[src/rtl/thread_scheduler_pkg.sv]
// Shared constants and types for the barrel thread scheduler.
package thread_sched_pkg;

  localparam int DEF_THREAD_INDEX_BITS = 3;
  localparam int DEF_NUM_THREADS       = 2 ** DEF_THREAD_INDEX_BITS;
  localparam int PC_INCREMENT          = 4;

  typedef logic [DEF_THREAD_INDEX_BITS-1:0] thread_idx_t;

  // Thread count is always a power of two so index arithmetic wraps for free.
  function automatic int num_threads(input int index_bits);
    return 1 << index_bits;
  endfunction

endpackage

[src/rtl/thread_scheduler_if.sv]
// Issue/block/writeback bus of the thread scheduler.
// THREAD_SCHED_REDIRECT_EN adds the per-thread PC redirect signals.
interface thread_scheduler_if
  import thread_sched_pkg::*;
#(
  parameter int THREAD_INDEX_BITS = 3,
  parameter int PC_WIDTH          = 32
);
  localparam int NUM_THREADS = num_threads(THREAD_INDEX_BITS);

  logic [NUM_THREADS-1:0]       in_thread_enable;
  logic                         in_stall;
  logic                         in_block_valid;
  logic [THREAD_INDEX_BITS-1:0] in_block_thread;
  logic                         in_wb_valid;
  logic [THREAD_INDEX_BITS-1:0] in_wb_thread;
`ifdef THREAD_SCHED_REDIRECT_EN
  logic                         in_redirect_valid;
  logic [THREAD_INDEX_BITS-1:0] in_redirect_thread;
  logic [PC_WIDTH-1:0]          in_redirect_pc;
`endif
  logic                         out_issue_valid;
  logic [THREAD_INDEX_BITS-1:0] out_issue_thread;
  logic [PC_WIDTH-1:0]          out_issue_pc;
  logic [NUM_THREADS-1:0]       out_blocked_mask;

  modport master (
    output in_thread_enable, in_stall, in_block_valid, in_block_thread,
           in_wb_valid, in_wb_thread,
`ifdef THREAD_SCHED_REDIRECT_EN
           in_redirect_valid, in_redirect_thread, in_redirect_pc,
`endif
    input  out_issue_valid, out_issue_thread, out_issue_pc, out_blocked_mask
  );

  modport slave (
    input  in_thread_enable, in_stall, in_block_valid, in_block_thread,
           in_wb_valid, in_wb_thread,
`ifdef THREAD_SCHED_REDIRECT_EN
           in_redirect_valid, in_redirect_thread, in_redirect_pc,
`endif
    output out_issue_valid, out_issue_thread, out_issue_pc, out_blocked_mask
  );

endinterface

[src/rtl/thread_scheduler_rr_arbiter.sv]
// Combinational round-robin picker: first requester strictly after ptr, wrapping.
module rr_arbiter
  import thread_sched_pkg::*;
#(
  parameter int INDEX_BITS = 3
) (
  input  logic [num_threads(INDEX_BITS)-1:0] req,
  input  logic [INDEX_BITS-1:0]              ptr,
  output logic                               grant_valid,
  output logic [INDEX_BITS-1:0]              grant_index
);
  localparam int N = num_threads(INDEX_BITS);

  logic [INDEX_BITS-1:0] cand;

  // Scan offsets 1..N; offset N wraps back to ptr itself, so ptr is lowest priority.
  always_comb begin
    grant_valid = 1'b0;
    grant_index = '0;
    cand        = '0;
    for (int k = 1; k <= N; k++) begin
      cand = ptr + INDEX_BITS'(k);
      if (!grant_valid && req[cand]) begin
        grant_valid = 1'b1;
        grant_index = cand;
      end
    end
  end

endmodule

[src/rtl/thread_scheduler.sv]
// Barrel thread scheduler: per-cycle round-robin issue of one eligible thread
// and its PC, with per-thread blocked state set on loads, cleared on writeback.
// Optional THREAD_SCHED_REDIRECT_EN: per-thread PC redirect port.
module thread_scheduler
  import thread_sched_pkg::*;
#(
  parameter int                 THREAD_INDEX_BITS = 3,
  parameter int                 PC_WIDTH          = 32,
  parameter logic [PC_WIDTH-1:0] START_PC         = '0
) (
  input logic                clk,
  input logic                rst_n,
  thread_scheduler_if.slave  bus
);
  localparam int NUM_THREADS = num_threads(THREAD_INDEX_BITS);

  logic [NUM_THREADS-1:0]       blocked, blocked_nxt, eligible;
  logic [THREAD_INDEX_BITS-1:0] ptr, grant_index, issue_thread;
  logic                         grant_valid, issue_valid;
  logic [PC_WIDTH-1:0]          issue_pc;
  logic [PC_WIDTH-1:0]          pc [NUM_THREADS];

  assign eligible = bus.in_thread_enable & ~blocked;

  rr_arbiter #(.INDEX_BITS(THREAD_INDEX_BITS)) u_arb (
    .req         (eligible),
    .ptr         (ptr),
    .grant_valid (grant_valid),
    .grant_index (grant_index)
  );

  // Next blocked mask: writeback clears first so a same-thread block wins.
  always_comb begin
    blocked_nxt = blocked;
    if (bus.in_wb_valid)    blocked_nxt[bus.in_wb_thread]    = 1'b0;
    if (bus.in_block_valid) blocked_nxt[bus.in_block_thread] = 1'b1;
  end

  // Issue registers, PC array, pointer and blocked mask; stall freezes issue only.
  always_ff @(posedge clk) begin
    if (!rst_n) begin
      issue_valid  <= 1'b0;
      issue_thread <= '0;
      issue_pc     <= '0;
      blocked      <= '0;
      ptr          <= '1;  // last thread, so thread 0 wins first
      for (int i = 0; i < NUM_THREADS; i++) pc[i] <= START_PC;
    end else begin
      blocked <= blocked_nxt;
      if (!bus.in_stall) begin
        issue_valid <= grant_valid;
        if (grant_valid) begin
          issue_thread       <= grant_index;
          issue_pc           <= pc[grant_index];
          pc[grant_index]    <= pc[grant_index] + PC_WIDTH'(PC_INCREMENT);
          ptr                <= grant_index;
        end
      end
`ifdef THREAD_SCHED_REDIRECT_EN
      // Placed after the increment so a redirect to the issued thread wins.
      if (bus.in_redirect_valid) pc[bus.in_redirect_thread] <= bus.in_redirect_pc;
`endif
    end
  end

  assign bus.out_issue_valid  = issue_valid;
  assign bus.out_issue_thread = issue_thread;
  assign bus.out_issue_pc     = issue_pc;
  assign bus.out_blocked_mask = blocked;

endmodule

[src/flat_wrapper.sv]
// flat-port wrapper written by rule: the top's interface ports become plain ports
module thread_scheduler_flat import thread_sched_pkg::*;
#(
  parameter int                 THREAD_INDEX_BITS = 3,
  parameter int                 PC_WIDTH          = 32,
  parameter logic [PC_WIDTH-1:0] START_PC         = '0
)
  (clk, rst_n, bus_in_thread_enable, bus_in_stall, bus_in_block_valid, bus_in_block_thread, bus_in_wb_valid, bus_in_wb_thread, bus_out_issue_valid, bus_out_issue_thread, bus_out_issue_pc, bus_out_blocked_mask);
  thread_scheduler_if #(.THREAD_INDEX_BITS(THREAD_INDEX_BITS), .PC_WIDTH(PC_WIDTH)) bus_i ();
  input logic clk;
  input logic rst_n;
  input wire logic [$bits(bus_i.in_thread_enable)-1:0] bus_in_thread_enable;
  input wire logic [$bits(bus_i.in_stall)-1:0] bus_in_stall;
  input wire logic [$bits(bus_i.in_block_valid)-1:0] bus_in_block_valid;
  input wire logic [$bits(bus_i.in_block_thread)-1:0] bus_in_block_thread;
  input wire logic [$bits(bus_i.in_wb_valid)-1:0] bus_in_wb_valid;
  input wire logic [$bits(bus_i.in_wb_thread)-1:0] bus_in_wb_thread;
  output wire logic [$bits(bus_i.out_issue_valid)-1:0] bus_out_issue_valid;
  output wire logic [$bits(bus_i.out_issue_thread)-1:0] bus_out_issue_thread;
  output wire logic [$bits(bus_i.out_issue_pc)-1:0] bus_out_issue_pc;
  output wire logic [$bits(bus_i.out_blocked_mask)-1:0] bus_out_blocked_mask;
  assign bus_i.in_thread_enable = bus_in_thread_enable;
  assign bus_i.in_stall = bus_in_stall;
  assign bus_i.in_block_valid = bus_in_block_valid;
  assign bus_i.in_block_thread = bus_in_block_thread;
  assign bus_i.in_wb_valid = bus_in_wb_valid;
  assign bus_i.in_wb_thread = bus_in_wb_thread;
  assign bus_out_issue_valid = bus_i.out_issue_valid;
  assign bus_out_issue_thread = bus_i.out_issue_thread;
  assign bus_out_issue_pc = bus_i.out_issue_pc;
  assign bus_out_blocked_mask = bus_i.out_blocked_mask;
  thread_scheduler #(.THREAD_INDEX_BITS(THREAD_INDEX_BITS), .PC_WIDTH(PC_WIDTH), .START_PC(START_PC)) u_core (.clk(clk), .rst_n(rst_n), .bus(bus_i));
endmodule
[config.mk]
export PLATFORM = sky130hd
export DESIGN_NAME = thread_scheduler_flat
export DESIGN_NICKNAME = d
export VERILOG_FILES = /design/src/rtl/thread_scheduler_pkg.sv /design/src/rtl/thread_scheduler_if.sv /design/src/rtl/thread_scheduler_rr_arbiter.sv /design/src/rtl/thread_scheduler.sv /design/src/flat_wrapper.sv
export SDC_FILE = /design/constraint.sdc
export NUM_CORES = 1
export LEC_CHECK = 0
export BUFFER_PORTS_ARGS = -buffer_cell sky130_fd_sc_hd__buf_2
export CAP_MARGIN = 10
export CORE_ASPECT_RATIO = 2
export CORE_UTILIZATION = 34
export DETAILED_ROUTE_END_ITERATION = 10
export GPL_TIMING_DRIVEN = 0
export SLEW_MARGIN = 20
export SYNTH_ARGS = -nofsm -noshare
export SYNTH_HDL_FRONTEND = slang
export SYNTH_HIERARCHICAL = 1
export SYNTH_SLANG_ARGS = --single-unit
[constraint.sdc]
create_clock -name clk -period 7.6 [get_ports clk]
set_input_delay 1.14 -clock clk [delete_from_list [all_inputs] [get_ports clk]]
set_output_delay 1.14 -clock clk [all_outputs]
set_load 0.01 [all_outputs]
* Yosys cells after proc, flatten, opt, wreduce, memory -nomap -nowiden *
Memories as Yosys holds them, arrays and structs flattened.
Cells that the tools add are included.

storage, ports and cells
  register bits = 47
  bits in writable memories = 256
  output and inout bits = 44
  memories = 1

memory list
  name       words  bits a word  rd ports  clocked after memory_dff  write ports  RTL line                text
  u_core.pc  8      32           1         0                         8            thread_scheduler.sv:21  logic [PC_WIDTH-1:0] pc [NUM_THREADS];

operators by class
  $add $sub $neg = 8
  order comparisons = 12
  multiplexer cells = 46
  bitwise operators = 6
  reductions and logical operators = 18

operators by type and width
  kind                                                                    number
  3-bit by 4-bit < comparator with 1-bit output (second input constant)   10
  32-bit by 3-bit adder with 32-bit output (second input constant)        1
  32-bit two-way mux                                                      1
  32-bit OR reduction                                                     1
  3-bit two-way mux                                                       9
  1-bit binary-select mux with 3-bit select                               8
  1-bit two-way mux                                                       24
  8-bit AND                                                               2
  8-bit two-way mux                                                       2
  8-bit NOT                                                               2
  3-bit adder (second input constant)                                     4
  1-bit logical AND                                                       9
  8-bit bitwise OR                                                        1
  1-bit logical NOT                                                       7
  3-bit by 2-bit adder with 3-bit output (second input constant)          2
  1-bit demux with 3-bit select                                           2
  3-bit by 1-bit >= comparator with 1-bit output (second input constant)  2
  3-bit by 1-bit adder with 3-bit output (second input constant)          1
  2-bit AND reduction                                                     1
  1-bit NOT                                                               1

* Depth between registers and ports, before layout *
  depth after elaboration = 32
  depth in mapped cells = 24
  depth with buffers taken out = 17

* Modules after synthesis *
Netlist, hierarchy kept.

by module, submodules not included
  module            instances  cells an instance  area an instance (sq um)  sequential area each (sq um)
  thread_scheduler  1          1,020              13,594.3                  8,628.3
  rr_arbiter        1          93                 785.8                     0.0

* Least setup slack after synthesis *
Ideal clock, no wire load.

  path type = flip-flop to flip-flop
  from = reg u_core.ptr[1]
  to = mem u_core.pc[0][16] (data pin)
  arrival time = 5.747 ns
  required time = 7.328 ns
  setup slack = 1.581 ns
  stages on the path, launching flop included = 24
  path buffers = 7
  period minus slack after synthesis = 6.019 ns
  cells stage by stage = dfxtp_1 clkbuf_1 clkbuf_1 inv_1 ha_1 clkbuf_1 mux4_1 mux2_4 or4_1 buf_2 o211a_1 a31oi_1 buf_6 buf_12 buf_12 mux4_1 mux2i_1 inv_2 ha_1 nor2b_1 nand4_2 nor2_1 xnor2_1 nor2_1

RTL lines
  item                      RTL line                text
  start: declaration        thread_scheduler.sv:18  logic [THREAD_INDEX_BITS-1:0] ptr, grant_index, issue_thread;
  start signal: assignment  thread_scheduler.sv:56  ptr <= grant_index;
  end: declaration          thread_scheduler.sv:21

==> impl_metrics.toml <==
[outcome]
status = "finished clean"

[setup_path]
worstPathRequired_ps = 7870
crit_family = "simple AND/OR/NAND/NOR gates"
path_cells = "clkbuf_1 > clkbuf_2 > inv_1 > ha_1 > mux4_1 > mux2_2 > or4_1 > buf_2 > nor3_2 > a21o_1 > inv_1 > clkbuf_8 > clkbuf_8 > mux2i_1 > inv_2 > ha_1 > nor2b_1 > nand4_2 > nor3_1 > xor2_2 > nor2_1"
arrival_ps = 7520
endpoint_kind = "register"
crit_buf_inv = 8
cp_max_fo = 10
cp_slowest_cell = "ha_1"
crit_path_max_incr_delay_ps = 530
path_class = "reg -> reg"
start_kind = "register"

[timing]
maxSlewViolCount = 0
fin_skew_ps = 29.6
relSlewSlack_pct = 37.7
clock.fmax_mhz = 138
hold_viol = 0
post-route-min-period_ps = 7250
period_share_pct = 95.4
setup_viol = 0
worstMarginPinSlew_ps = 908

[place]
dp.cells = 1723
dp_hpwl_um = 29200
port_buffers = 62
placed_cell_area_mm2 = 0.0156
routabilityCongestion = 0.850

[synthesis]
syn_nets = 1135
async_flop_share_pct = 0
postSynthAreaPerCell_um2 = 12.9
synthesis.area_mm2 = 0.0144
synth_top_area_share_pct = 53.5
seq_area_frac_synth_pct = 60.0
synth_top_area_cell = "edfxtp_1"
synthCells = 1113
synth_edf_count = 256
ys_warn_count = 6
ys_ff_latch = 303
ys.flop_type = "edfxtp_1"
synth_top_cells_by_area = "edfxtp_1 53%, nor2_1 7.7%, mux4_1 7.5%"
synth.distinct_cells = 74

[drt]
wirelength_um = 42600
drt_iter0_drc = 783
drc = 0
viasPerCell = 5.48
wl_per_cell_um = 24.1
ant_nets = 0
vias = 9700
dr.pass1.iters = 5

[floorplan]
ioPinCount = 63
rows = 106
die_area_mm2 = 0.0432
die_y_um = 293
die_x_um = 147
start_util_pct = 34.4
coreArea_mm2 = 0.0418

[grt]
grt_start_max_net_pins = 20
grt_remaining_overflow = 0
grt_pass1_wl_um = 62500
grt_pass1_vias = 9814
grtUsageTotal_pct = 19.7
antenna_found_initial = 0

[finish]
area_growth_pct = 15.1
fin_nets = 1232
antenna_cells = 0
drive_above_1_share_pct = 15.9
layout.cells.non_filler = 1770
stdcell_area_mm2 = 0.0165

[cts]
cts_buffer_depth = 3
cts.sinks = 303
htree_levels = 1
clkLatencyLatePin_ps = 570
cts.clk_slew.worst_paths_ps = 80
cts_tree = "built"
cts_buffers = 26
cts_setup_buffers = 0
root_buffer = "clkbuf_16"

[worst_hold_path]
hold_class = "reg -> reg"

[job]
max-cap-violations = 0
-- layout make-up --
| type | count | area, um2 |
|---|---|---|
| buffer | 68 | 463 |
| fill | 3941 | 25200 |
| timing repair buffer | 70 | 485 |
| tap | 540 | 676 |
| clock inverter | 16 | 213 |
| sequential | 303 | 8630 |
| clock buffer | 32 | 714 |
| multi-input combinational | 731 | 5330 |
| inverter | 10 | 37.5 |
-- cell families after synthesis --
kind of cell	share of synthesized area (%)
mux	13.4
buf+inv	3.50
fa+ha+maj	0.261
flops	60.0
xor+xnor	1.82
compound gates	6.36
simple gates	14.6
-- flip-flops by register name, indices dropped and copies added, names as in the netlist --
name / cells
u_core/pc: 256
u_core/bus.out_issue_valid: 1
u_core/ptr: 3
u_core/bus.out_issue_pc: 32
u_core/bus.out_blocked_mask: 8
u_core/bus.out_issue_thread: 3
-- final timing paths --
| path | slack, ps | start | endpoint | depth (start not counted) |
|---|---|---|---|---|
| min reg2reg | 460 | u_core/bus.out_issue_valid | u_core/bus.out_issue_valid | 2 |
| max | 350 | u_core/ptr[1] | u_core/pc[5][22] | 21 |
| max reg2reg | 350 | u_core/ptr[1] | u_core/pc[5][22] | 21 |
| min | 460 | u_core/bus.out_issue_valid | u_core/bus.out_issue_valid | 2 |
-- cell usage after synthesis, types with 4 or more instances --
library cell,instances
o22ai_1,5
nor2_1,294
xnor2_1,12
xor2_1,16
buf_2,5
mux2_1,5
mux4_1,41
a21oi_1,16
buf_12,4
a221oi_1,6
buf_4,9
edfxtp_1,256
dfxtp_1,47
a22oi_1,6
nor3_1,7
nor3b_1,12
o211ai_1,4
nand2_1,82
mux4_2,10
and2_1,4
o211a_1,26
nor2b_1,19
o21ai_0,14
and3_1,7
clkbuf_1,36
inv_1,9
a31oi_1,4
nand3_1,14
a21boi_0,13
mux2_2,11
buf_6,7
mux2i_1,42
nand2b_1,9
-- layout by cell type, fill, tap and decap left out, types with 5 or more instances in the layout --
master      synthesis  layout
nor3b_1            12      12
nor2b_1            19      19
mux2_1              5       5
a221oi_1            6       5
nand2_2             0       8
nand2_1            82      74
inv_1               9       9
buf_4               9       9
mux4_1             41      41
dfxtp_1            47      47
buf_12              4      10
bufinv_16           0       5
clkinvlp_4          0       5
xor2_1             16      12
clkbuf_16           0      27
buf_6               7       7
nor2_1            294     294
o22ai_1             5       5
o211a_1            26      26
nand3_1            14      14
mux2i_1            42      42
a21oi_1            16      16
buf_2               5      67
xor2_2              1       5
edfxtp_1          256     256
a22oi_1             6       6
nor3_1              7       7
clkbuf_1           36      37
o21ai_0            14      14
xnor2_1            12       9
and3_1              7       7
mux4_2             10      10
mux2_2             11      11
nand2b_1            9       9
a21boi_0           13      13
-- worst register-to-register path, stage by stage (launching register included) --
cell and delay, ps:
dfxtp_1 370, clkbuf_1 330, clkbuf_2 310, inv_1 150, ha_1 530, mux4_1 490
mux2_2 360, or4_1 470, buf_2 180, nor3_2 210, a21o_1 300, inv_1 280
clkbuf_8 290, clkbuf_8 230, mux2i_1 200, inv_2 190, ha_1 380, nor2b_1 300
nand4_2 440, nor3_1 460, xor2_2 390, nor2_1 80
-- per-stage QoR --
| stage | utilization [%] | hold slack, ps | setup slack [ps] | TNS [ps] |
|---|---|---|---|---|
| 2_1_floorplan | - | 466 | 1580 | 0 |
| 3_3_place_gp | 36.8 | 455 | -733 | -122270 |
| 3_5_place_dp | 37.2 | 456 | 19.0 | 0 |
| 4_1_cts | 39.5 | 468 | 14.2 | 0 |
| 5_1_grt | 39.6 | 498 | -11.5 | -32.9 |
| 6_report | 39.6 | 462 | 350 | 0 |
-- routing by layer --
metal,track usage (%),wire length (um),vias up
met5,0,0,-
met4,10.7,2240,0
li1,-,-,4299
met2,37.1,23000,407
met1,21.2,15100,4877
met3,2.09,2340,117
-- repair_timing --
| action | CTS | global route |
|---|---|---|
| endpoints found under the setup margin | 14 | 288 |
| gates resized for setup | 4 | 6 |
| hold buffers | 0 | 0 |
| pin swaps | 0 | 0 |
Power is not shown: default switching activity piles up to over one toggle a cycle in this logic, so the estimate is an artifact.
